`config.mk`:
```
export PLATFORM = sky130hd
export DESIGN_NAME = mgmt_pwr_sequencer
export DESIGN_NICKNAME = d
export VERILOG_FILES = /design/src/rtl/mgmt_pwr_pkg.sv /design/src/rtl/mgmt_pwr_seq_ch.sv /design/src/rtl/mgmt_pwr_sequencer.sv
export SDC_FILE = /design/constraint.sdc
export NUM_CORES = 1
export LEC_CHECK = 0
export ABC_AREA = 1
export BUFFER_PORTS_ARGS = -buffer_cell sky130_fd_sc_hd__buf_2
export CAP_MARGIN = 10
export CORE_ASPECT_RATIO = 0.7
export CORE_MARGIN = 2
export CORE_UTILIZATION = 60
export DETAILED_ROUTE_END_ITERATION = 6
export HOLD_SLACK_MARGIN = 0.12
export MAX_ROUTING_LAYER = met4
export PLACE_DENSITY = 0.86
export SLEW_MARGIN = 20
export SYNTH_ARGS = -nofsm -noshare
export SYNTH_HDL_FRONTEND = slang
export SYNTH_SLANG_ARGS = --single-unit
export TNS_END_PERCENT = 1
```
`constraint.sdc`:
```
create_clock -name caravel_clk -period 2.1 [get_ports caravel_clk]
set_clock_uncertainty 0.1 [all_clocks]
set_input_delay 0.21 -clock caravel_clk [delete_from_list [all_inputs] [get_ports caravel_clk]]
set_output_delay 0.21 -clock caravel_clk [all_outputs]
set_load 0.1 [all_outputs]
```
`src/rtl/mgmt_pwr_pkg.sv`:
```
// Shared types and defaults for the user-domain power sequencer.
// Holds the per-channel state encoding and default timing constants.
package mgmt_pwr_pkg;

    typedef enum logic [1:0] {
        PWR_OFF      = 2'd0,
        PWR_DEBOUNCE = 2'd1,
        PWR_POWERED  = 2'd2,
        PWR_ON       = 2'd3
    } pwr_state_e;

    localparam int PWR_DEBOUNCE_DEF = 16;
    localparam int PWR_SETTLE_DEF   = 8;
    localparam int PWR_CNT_W_DEF    = 8;

endpackage

```
`src/rtl/mgmt_pwr_seq_ch.sv`:
```
// One supply-domain channel: 2-flop synchronizer, counter and sequencing FSM.
// Ports: i_clk, i_rstn, i_vdd (async), i_sw_ena; o_pg, o_iena, o_fault (registered).
module mgmt_pwr_seq_ch
    import mgmt_pwr_pkg::*;
#(
    parameter int DEBOUNCE_CYCLES = PWR_DEBOUNCE_DEF,
    parameter int SETTLE_CYCLES   = PWR_SETTLE_DEF,
    parameter int CNT_W           = PWR_CNT_W_DEF
) (
    input  logic i_clk,
    input  logic i_rstn,
    input  logic i_vdd,
    input  logic i_sw_ena,
    output logic o_pg,
    output logic o_iena,
    output logic o_fault
);

    localparam logic [CNT_W-1:0] DEB_LAST = CNT_W'(DEBOUNCE_CYCLES - 1);
    localparam logic [CNT_W-1:0] SET_LAST = CNT_W'(SETTLE_CYCLES - 1);

    logic [1:0]       r_sync;
    pwr_state_e       r_state;
    logic [CNT_W-1:0] r_cnt;
    logic             r_pg;
    logic             r_iena;
    logic             r_fault;

    pwr_state_e       w_state_nxt;
    logic [CNT_W-1:0] w_cnt_nxt;
    logic [CNT_W-1:0] w_cnt_inc;
    logic             w_fault_nxt;
    logic             w_lvl;
    logic             w_q;

    assign w_lvl = r_sync[1];
    assign w_q   = w_lvl & i_sw_ena;

    // Saturating increment: the counter never wraps.
    assign w_cnt_inc = (r_cnt == '1) ? r_cnt : r_cnt + CNT_W'(1);

    always_ff @(posedge i_clk or negedge i_rstn) begin
        if (!i_rstn) begin
            r_sync  <= 2'b00;
            r_state <= PWR_OFF;
            r_cnt   <= '0;
            r_pg    <= 1'b0;
            r_iena  <= 1'b0;
            r_fault <= 1'b0;
        end else begin
            r_sync  <= {r_sync[0], i_vdd};
            r_state <= w_state_nxt;
            r_cnt   <= w_cnt_nxt;
            r_pg    <= (w_state_nxt == PWR_POWERED) ||
                       (w_state_nxt == PWR_ON);
            r_iena  <= (w_state_nxt == PWR_ON);
            r_fault <= w_fault_nxt;
        end
    end

    always_comb begin
        w_state_nxt = r_state;
        w_cnt_nxt   = r_cnt;
        w_fault_nxt = 1'b0;
        unique case (r_state)
            PWR_OFF: begin
                if (w_q) begin
                    w_state_nxt = PWR_DEBOUNCE;
                    w_cnt_nxt   = '0;
                end
            end
            PWR_DEBOUNCE: begin
                if (!w_q) begin
                    w_state_nxt = PWR_OFF;
                    w_cnt_nxt   = '0;
                end else if (r_cnt == DEB_LAST) begin
                    w_state_nxt = PWR_POWERED;
                    w_cnt_nxt   = '0;
                end else begin
                    w_cnt_nxt   = w_cnt_inc;
                end
            end
            PWR_POWERED: begin
                // Supply loss wins over a simultaneous software disable.
                if (!w_lvl) begin
                    w_state_nxt = PWR_OFF;
                    w_cnt_nxt   = '0;
                    w_fault_nxt = 1'b1;
                end else if (!i_sw_ena) begin
                    w_state_nxt = PWR_OFF;
                    w_cnt_nxt   = '0;
                end else if (r_cnt == SET_LAST) begin
                    w_state_nxt = PWR_ON;
                    w_cnt_nxt   = '0;
                end else begin
                    w_cnt_nxt   = w_cnt_inc;
                end
            end
            PWR_ON: begin
                if (!w_lvl) begin
                    w_state_nxt = PWR_OFF;
                    w_cnt_nxt   = '0;
                    w_fault_nxt = 1'b1;
                end else if (!i_sw_ena) begin
                    w_state_nxt = PWR_OFF;
                    w_cnt_nxt   = '0;
                end
            end
        endcase
    end

    assign o_pg    = r_pg;
    assign o_iena  = r_iena;
    assign o_fault = r_fault;

endmodule

```
`src/rtl/mgmt_pwr_sequencer.sv`:
```
// Power sequencer for the two user supply domains; two independent channels.
// Ports: caravel_clk/rstn, mprj*_vdd_logic1, sw_ena[1:0]; powergood, iena, pwr_fault[1:0].
module mgmt_pwr_sequencer
    import mgmt_pwr_pkg::*;
#(
    parameter int DEBOUNCE_CYCLES = PWR_DEBOUNCE_DEF,
    parameter int SETTLE_CYCLES   = PWR_SETTLE_DEF,
    parameter int CNT_W           = PWR_CNT_W_DEF
) (
    input  logic       caravel_clk,
    input  logic       caravel_rstn,
    input  logic       mprj_vdd_logic1,
    input  logic       mprj2_vdd_logic1,
    input  logic [1:0] sw_ena,
    output logic       user1_vcc_powergood,
    output logic       user2_vcc_powergood,
    output logic       user1_iena,
    output logic       user2_iena,
    output logic [1:0] pwr_fault
);

    logic w_fault1;
    logic w_fault2;

    mgmt_pwr_seq_ch #(
        .DEBOUNCE_CYCLES (DEBOUNCE_CYCLES),
        .SETTLE_CYCLES   (SETTLE_CYCLES),
        .CNT_W           (CNT_W)
    ) u_ch1 (
        .i_clk    (caravel_clk),
        .i_rstn   (caravel_rstn),
        .i_vdd    (mprj_vdd_logic1),
        .i_sw_ena (sw_ena[0]),
        .o_pg     (user1_vcc_powergood),
        .o_iena   (user1_iena),
        .o_fault  (w_fault1)
    );

    mgmt_pwr_seq_ch #(
        .DEBOUNCE_CYCLES (DEBOUNCE_CYCLES),
        .SETTLE_CYCLES   (SETTLE_CYCLES),
        .CNT_W           (CNT_W)
    ) u_ch2 (
        .i_clk    (caravel_clk),
        .i_rstn   (caravel_rstn),
        .i_vdd    (mprj2_vdd_logic1),
        .i_sw_ena (sw_ena[1]),
        .o_pg     (user2_vcc_powergood),
        .o_iena   (user2_iena),
        .o_fault  (w_fault2)
    );

    assign pwr_fault = {w_fault2, w_fault1};

endmodule

```
==> flow_summary.yaml, run 1 <==
synthesis:
  muxShareOfSynthArea_pct: 0
  synth_fa_ha_area_share_pct: 7.96
  yosys.cell_types.count: 27
  avgSynthCellArea_sq_um: 7.52
  synth_top_family_by_area: "simple AND/OR/NAND/NOR gates"
  yosys_warnings: 0
  synthCells: 251
  synth_simple_gate_area_share_pct: 32.1
  post_synth_xor_area_fraction_pct: 0.928
  synth-seq-area-share_pct: 39.8
  synth-compound-area-share_pct: 9.62
  synth_top_cell_area_share_pct: 39.8
  synth_top_cell_by_area: "dfrtp_1"
  ys_ff_latch: 30
  synth.area.top_cells: "dfrtp_1, nand2_1, ha_1, inv_1, nor2_1"
  synth_area_sq_um: 1890
  syn-num-nets: 269
die:
  die_x_microns: 71.0
  num_io_pins: 12
  coreArea_sq_um: 2900
  rows: 16
  die_h_microns: 50.9
  dieArea_sq_um: 3620
  start_util_pct: 65.0
clock_tree:
  clk_latency_ns: 0.28
  numCtsBuffers: 5
  cts_tree: "yes"
  clk_path_buf_depth: 2
  post_cts_buffers: 0
  cts.sinks: 30
  htree_levels: 2
  clkTransAtPathRegs_ns: 0.07
  clockRootBuffer: "clkbuf_8"
global_routing:
  use_met2_pct: 34.4
  grtUsageMet1_pct: 33.0
  antenna_found_initial: 0
  grt-ovfl-total: 0
  grt_usage_pct: 23.9
  grt_pass1_wl_microns: 6440
  grt-busiest-layer: "met2"
  gr-usage-met3_pct: 6.51
  grt_pass1_vias: 1475
  grt_max_degree: 31
routing:
  route.vias.total: 1549
  drt_iter0_drc: 93
  post-route-drc-count: 0
  first_pass_iters: 4
  viasPerCell: 5.05
  postRouteAntennaNets: 0
  wl_per_cell_microns: 11.4
  drt_wl_total_microns: 3510
sta:
  fmax_ghz: 0.605
  tightestPinTransition_ns: 0.651
  setup-tns-final_ns: 0
  hold_viol_final: 0
  timing.hold.ws_ns: 0.250
  slew_violations: 0
  fin_crit_sh_pct: 78.8
  rsz0062_at_grt: "false"
  min_period_ns: 1.65
  relSlewSlack_pct: 56.6
  fin_ws_ns: 0.446
  finalSetupViolCount: 0
finish:
  final_cell_mix: "nand2_1, inv_1, dfrtp_1, nor2_1, nand3_1"
  nFillCells: 218
  antenna_cells: 0
  drive_gt1_share_pct: 16.2
  nets: 288
  area_growth_pct: 11.7
  final_common_cell: "nand2_1"
place:
  gp_congestion: 0.891
  pre_cts_ws_ns: 0.463
  portBuffers: 11
  hpwlAfterDp_microns: 2530
power:
  leakage_nw: 1.18
  power_density_nw_per_um2: 1020
  peakVddDrop_v: 0.00112
  p_total_mw: 2.16
critical_path:
  endpoint_kind: "flop"
  criticalPathCategory: "flop to flop"
  startpoint_type: "flop"
  worst_ep_required_time_ns: 2.18
  cp_max_fo: 5
  arrival_ns: 1.73
min_path:
  min_path_type: "flop to flop"
run:
  maxCapViolations: 0
outcome:
  run_status: "completed"
## state kept, by name, summed over array words and instances, names as in the netlist
name / cells
u_ch2.o_iena: 1
u_ch1.r_cnt: 8
u_ch2.o_fault: 1
u_ch1.r_state: 2
u_ch2.r_state: 2
u_ch1.o_iena: 1
u_ch2.r_sync: 2
u_ch1.o_fault: 1
u_ch2.o_pg: 1
u_ch1.o_pg: 1
u_ch1.r_sync: 2
u_ch2.r_cnt: 8
## final timing paths
check | slack (ns) | depth (start not counted) | endpoint | startpoint
max | 0.45 | 8 | u_ch2.r_cnt[5] | u_ch2.r_state[0]
min | 0.25 | 0 | u_ch2.r_sync[1] | u_ch2.r_sync[0]
max reg2reg | 0.45 | 8 | u_ch2.r_cnt[5] | u_ch2.r_state[0]
min reg2reg | 0.25 | 0 | u_ch2.r_sync[1] | u_ch2.r_sync[0]
max in group asynchronous | 1.08 | 2 | u_ch1.r_cnt[3] | caravel_rstn
min in group asynchronous | 0.40 | 2 | u_ch2.r_cnt[7] | caravel_rstn
## area by class of cell
cell class	instances	area, sq um	share of cell area, %
Multi-Input combinational cell	176	955	45.3
Sequential cell	30	751	35.6
Inverter	43	166	7.89
Timing Repair Buffer	14	85.1	4.04
Clock buffer	7	76.3	3.62
Tap cell	36	45.0	2.14
Clock inverter	1	30.0	1.42
## report_power, final
part | internal, mW | switching [mW] | total (mW) | leakage, nW
sequential | 0.664 | 0.0616 | 0.725 | 0.400
clock | 0.355 | 0.219 | 0.574 | 0.0524
combinational | 0.243 | 0.615 | 0.858 | 0.726
## stage by stage
step	util, %	std cells	area (sq um)
after detailed placement	67.9	296	1970
after global routing	72.6	307	2110
after global placement	67.9	296	1970
final	72.6	307	2110
after CTS	72.6	307	2110
after floorplan	-	251	1890
## worst max-delay path: stages (launching register included)
cell and delay [ns]:
dfrtp_1 0.39, inv_1 0.10, ha_1 0.20, nand2_1 0.07
o21ai_2 0.09, a21oi_2 0.25, nand4_1 0.17, nor2_1 0.12
nor2_1 0.06
## synthesized netlist by cell type, drive strengths merged
| cell type | number |
|---|---|
| dfrtp | 30 |
| a31oi | 2 |
| a22oi | 1 |
| o21ai | 14 |
| nand4 | 6 |
| xnor2 | 1 |
| buf | 2 |
| ha | 12 |
| nand2 | 82 |
| nor3 | 2 |
| xor2 | 1 |
| a21oi | 10 |
| nor2 | 28 |
| o21bai | 2 |
| inv | 43 |
| nand3 | 15 |
## logic make-up (layout without fill, tap and decap cells)
| group | Yosys count | after routing |
|---|---|---|
| adder cells (fa/ha/maj) | 12 | 12 |
| flip-flops | 30 | 30 |
| buffers and inverters | 45 | 65 |
| XOR/XNOR | 2 | 2 |
| AO/OA/AOI/OAI | 29 | 29 |
| AND/OR/NAND/NOR | 133 | 133 |
## metal layers
| metal | vias to the layer above | routed length [microns] |
|---|---|---|
| li1 | 825 | - |
| met1 | 677 | 1810 |
| met2 | 35 | 1420 |
| met3 | 12 | 200 |
| met4 | 0 | 68 |
| met5 | - | 0 |
## timing repair
action | 4_1_cts | 5_1_grt
resized for setup | 0 | 0
hold endpoints to repair | 32 | 0
hold buffers | 3 | 0
Power figures use the tool's default switching activity.
==> run 2, diff against run 1 <==
--- a/config.mk
+++ b/config.mk
@@ -5,16 +5,16 @@
 export SDC_FILE = /design/constraint.sdc
 export NUM_CORES = 1
 export LEC_CHECK = 0
-export ABC_AREA = 1
+export ABC_AREA = 0
 export BUFFER_PORTS_ARGS = -buffer_cell sky130_fd_sc_hd__buf_2
 export CAP_MARGIN = 10
 export CORE_ASPECT_RATIO = 0.7
 export CORE_MARGIN = 2
-export CORE_UTILIZATION = 60
+export CORE_UTILIZATION = 54
 export DETAILED_ROUTE_END_ITERATION = 6
 export HOLD_SLACK_MARGIN = 0.12
 export MAX_ROUTING_LAYER = met4
-export PLACE_DENSITY = 0.86
+export PLACE_DENSITY = 0.82
 export SLEW_MARGIN = 20
 export SYNTH_ARGS = -nofsm -noshare
 export SYNTH_HDL_FRONTEND = slang
==> constraint.sdc (replaced) <==
create_clock -name caravel_clk -period 1.4 [get_ports caravel_clk]
set_clock_uncertainty 0.1 [all_clocks]
set_input_delay 0.14 -clock caravel_clk [delete_from_list [all_inputs] [get_ports caravel_clk]]
set_output_delay 0.14 -clock caravel_clk [all_outputs]
set_load 0.1 [all_outputs]
==> flow_summary.yaml, run 2 <==
routing:
  drt_wl_total_microns: 6200
  postRouteAntennaNets: 0
  post-route-drc-count: 0
  wl_per_cell_microns: 21.6
  first_pass_iters: 6
  drt_iter0_drc: 170
  route.vias.total: 1835
  viasPerCell: 6.39
place:
  hpwlAfterDp_microns: 3480
  pre_cts_ws_ns: -0.465
  gp_congestion: 0.902
  portBuffers: 11
  placed_area_sq_um: 2230
clock_tree:
  clk_path_buf_depth: 2
  clockRootBuffer: "clkbuf_8"
  htree_levels: 2
  cts.sinks: 30
  post_cts_buffers: 0
  clkTransAtPathRegs_ns: 0.08
  numCtsBuffers: 5
  cts_tree: "yes"
  clk_latency_ns: 0.30
power:
  internal_power_mw: 1.78
  sw_frac_of_total_pct: 34.5
  leakage_nw: 1.19
  power_density_nw_per_um2: 1060
  p_sw_uw: 938
  combPwrFrac_pct: 37.8
  power_frac_seq_pct: 34.8
  p_clk_share_pct: 27.3
  p_total_mw: 2.71
  peakVddDrop_v: 0.000634
sta:
  tightestPinTransition_ns: 0.667
  setup-tns-final_ns: -9.58
  timing.hold.ws_ns: 0.249
  finalSetupViolCount: 25
  min_period_ns: 1.98
  relSlewSlack_pct: 55.6
  fin_crit_sh_pct: 142
  hold_viol_final: 0
  fmax_ghz: 0.505
  fin_ws_ns: -0.582
  slew_violations: 0
  rsz0062_at_grt: "true"
die:
  start_util_pct: 55.6
  coreArea_sq_um: 3110
  dieArea_sq_um: 3680
  rows: 17
  num_io_pins: 12
  die_x_microns: 71.6
  die_h_microns: 51.3
synthesis:
  synth.area.top_cells: "dfrtp_1, ha_1, a21oi_1, nand2_1, o21ai_0"
  ys_ff_latch: 30
  synth-seq-area-share_pct: 43.4
  yosysMostFrequentCell: "dfrtp_1"
  yosys_warnings: 0
  synth_top_cell_by_area: "dfrtp_1"
  yosys.cell_types.count: 47
  synthCells: 178
  yosys-top-cells-count: "dfrtp_1, nand2_1, a21oi_1, ha_1, o21ai_0"
  syn-num-nets: 196
  synth_top_cell_area_share_pct: 43.4
  ys_async_sr_fraction_pct: 100
  avgSynthCellArea_sq_um: 9.71
  synth_edf_count: 0
  synth_ff_type: "dfrtp_1"
  synth_area_sq_um: 1730
critical_path:
  slowest_stage: "dfrtp_1"
  worst_ep_required_time_ns: 1.47
  criticalPathCategory: "flop to flop"
  timing.rr.end: "u_ch2.o_iena"
  startpoint_type: "flop"
  r2r_slack_ns: -0.58
  endpoint_kind: "flop"
  r2r_start: "u_ch2.r_state[0]"
  crit_path_max_incr_delay_ns: 0.42
  arrival_ns: 2.05
  cp_max_fo: 5
  path_common_cell: "buf_4"
  r2r_cells: 8
  cp_cell_sequence: "inv_1 > buf_4 > ha_2 > buf_4 > nor3_1 > a22oi_2 > o31a_1 > and2_1"
finish:
  top_regs: "u_ch1.r_cnt (8), u_ch2.r_cnt (8)"
  area_growth_pct: 48.9
  nets: 266
  final_common_cell: "buf_4"
  final_cell_area_sq_um: 2570
  drive_gt1_share_pct: 49.8
  antenna_cells: 0
  final_cell_mix: "buf_4, dfrtp_1, nand2_1, a21oi_1, buf_2"
min_path:
  hold-path-cell-count: 0
  hold_path_end: "u_ch1.r_sync[1]"
  min_path_type: "flop to flop"
  hp-start: "u_ch1.r_sync[0]"
run:
  maxCapViolations: 0
outcome:
  run_status: "finished, violations left"
  violations: "negative setup slack"
global_routing:
  grt_usage_pct: 34.3
  grt_max_degree: 31
  grt_pass1_vias: 1847
  antenna_found_initial: 0
  grt_pass1_wl_microns: 9000
  grt-ovfl-total: 0
## run 2: changes by cell type in the layout (fill, tap and decap cells not counted), moves of 6 or more
| cell | delta |
|---|---|
| nand2_1 | -54 |
| buf_4 | +50 |
| inv_1 | -30 |
| nor2_1 | -18 |
| ha_1 | -8 |
| nand2_2 | -6 |
## run 2: area by class of cell
class	instances	area [sq um]
inverter	7	26.3
clock inverter	2	12.5
clock buffer	6	82.6
fill	157	533
tap	38	47.5
multi-input combinational	135	1130
timing repair buffer	69	526
sequential	30	752
## run 2: critical path, delay by kind of cell, from the launching register on
family	cells	cell delay, ns
buffers and inverters	3	0.44
AND/OR/NAND/NOR	2	0.43
flip-flops	1	0.42
AO/OA/AOI/OAI	2	0.24
adder cells (fa/ha/maj)	1	0.22
## run 2: worst max path at each step
stage                      from              to  slack, ns  cells past startpoint
4_1_cts          u_ch1.r_cnt[5]  u_ch1.r_cnt[0]      -0.42                      5
3_5_place_dp     u_ch2.r_cnt[4]  u_ch2.r_cnt[6]      -0.47                      5
5_1_grt          u_ch2.r_cnt[6]    u_ch2.o_iena      -0.56                      5
2_1_floorplan  u_ch1.r_state[1]  u_ch1.r_cnt[0]      -0.47                      7
3_3_place_gp   u_ch1.r_state[0]  u_ch1.r_cnt[0]      -0.38                      6
6_report       u_ch2.r_state[0]    u_ch2.o_iena      -0.58                      8
## run 2: per-layer routing
layer,up-vias,global-route usage [%],wire length (microns)
li1,792,-,-
met1,856,38.6,2340
met2,136,56.8,2850
met3,51,7.30,533
met4,0,20.4,471
met5,-,-,0
## run 2: per-stage QoR
| step | util, % | instances |
|---|---|---|
| after CTS | 78.8 | 286 |
| final | 82.8 | 287 |
| after global placement | 71.8 | 275 |
| after global routing | 82.8 | 287 |
| after floorplan | - | 178 |
| after detailed placement | 71.8 | 275 |
## run 2: power by group through the flow
stage	combinational, mW	clock [mW]	sequential [mW]
floorplan	0.394	0	0.952
detailed placement	0.745	0	0.947
finish	1.03	0.742	0.945
global route	1.08	0.776	0.946
global placement	0.690	0	0.942
CTS	0.845	0.732	0.932
## run 2: repair_timing
item,in CTS,in global routing
hold buffers,3,0
cloned,0,1
hold endpoints to repair,32,0
pin swaps,10,3
gates resized for setup,26,26
setup endpoints to repair,24,26
## run 2: cells by family (layout without fill, tap and decap cells)
kind of cell / Yosys count / after routing / synth area share [%]
simple gates: 69 / 69 / 21.7
compound gates: 50 / 50 / 20.4
flops: 30 / 30 / 43.4
buf+inv: 13 / 84 / 3.40
fa+ha+maj: 12 / 12 / 8.69
mux: 4 / 4 / 2.39
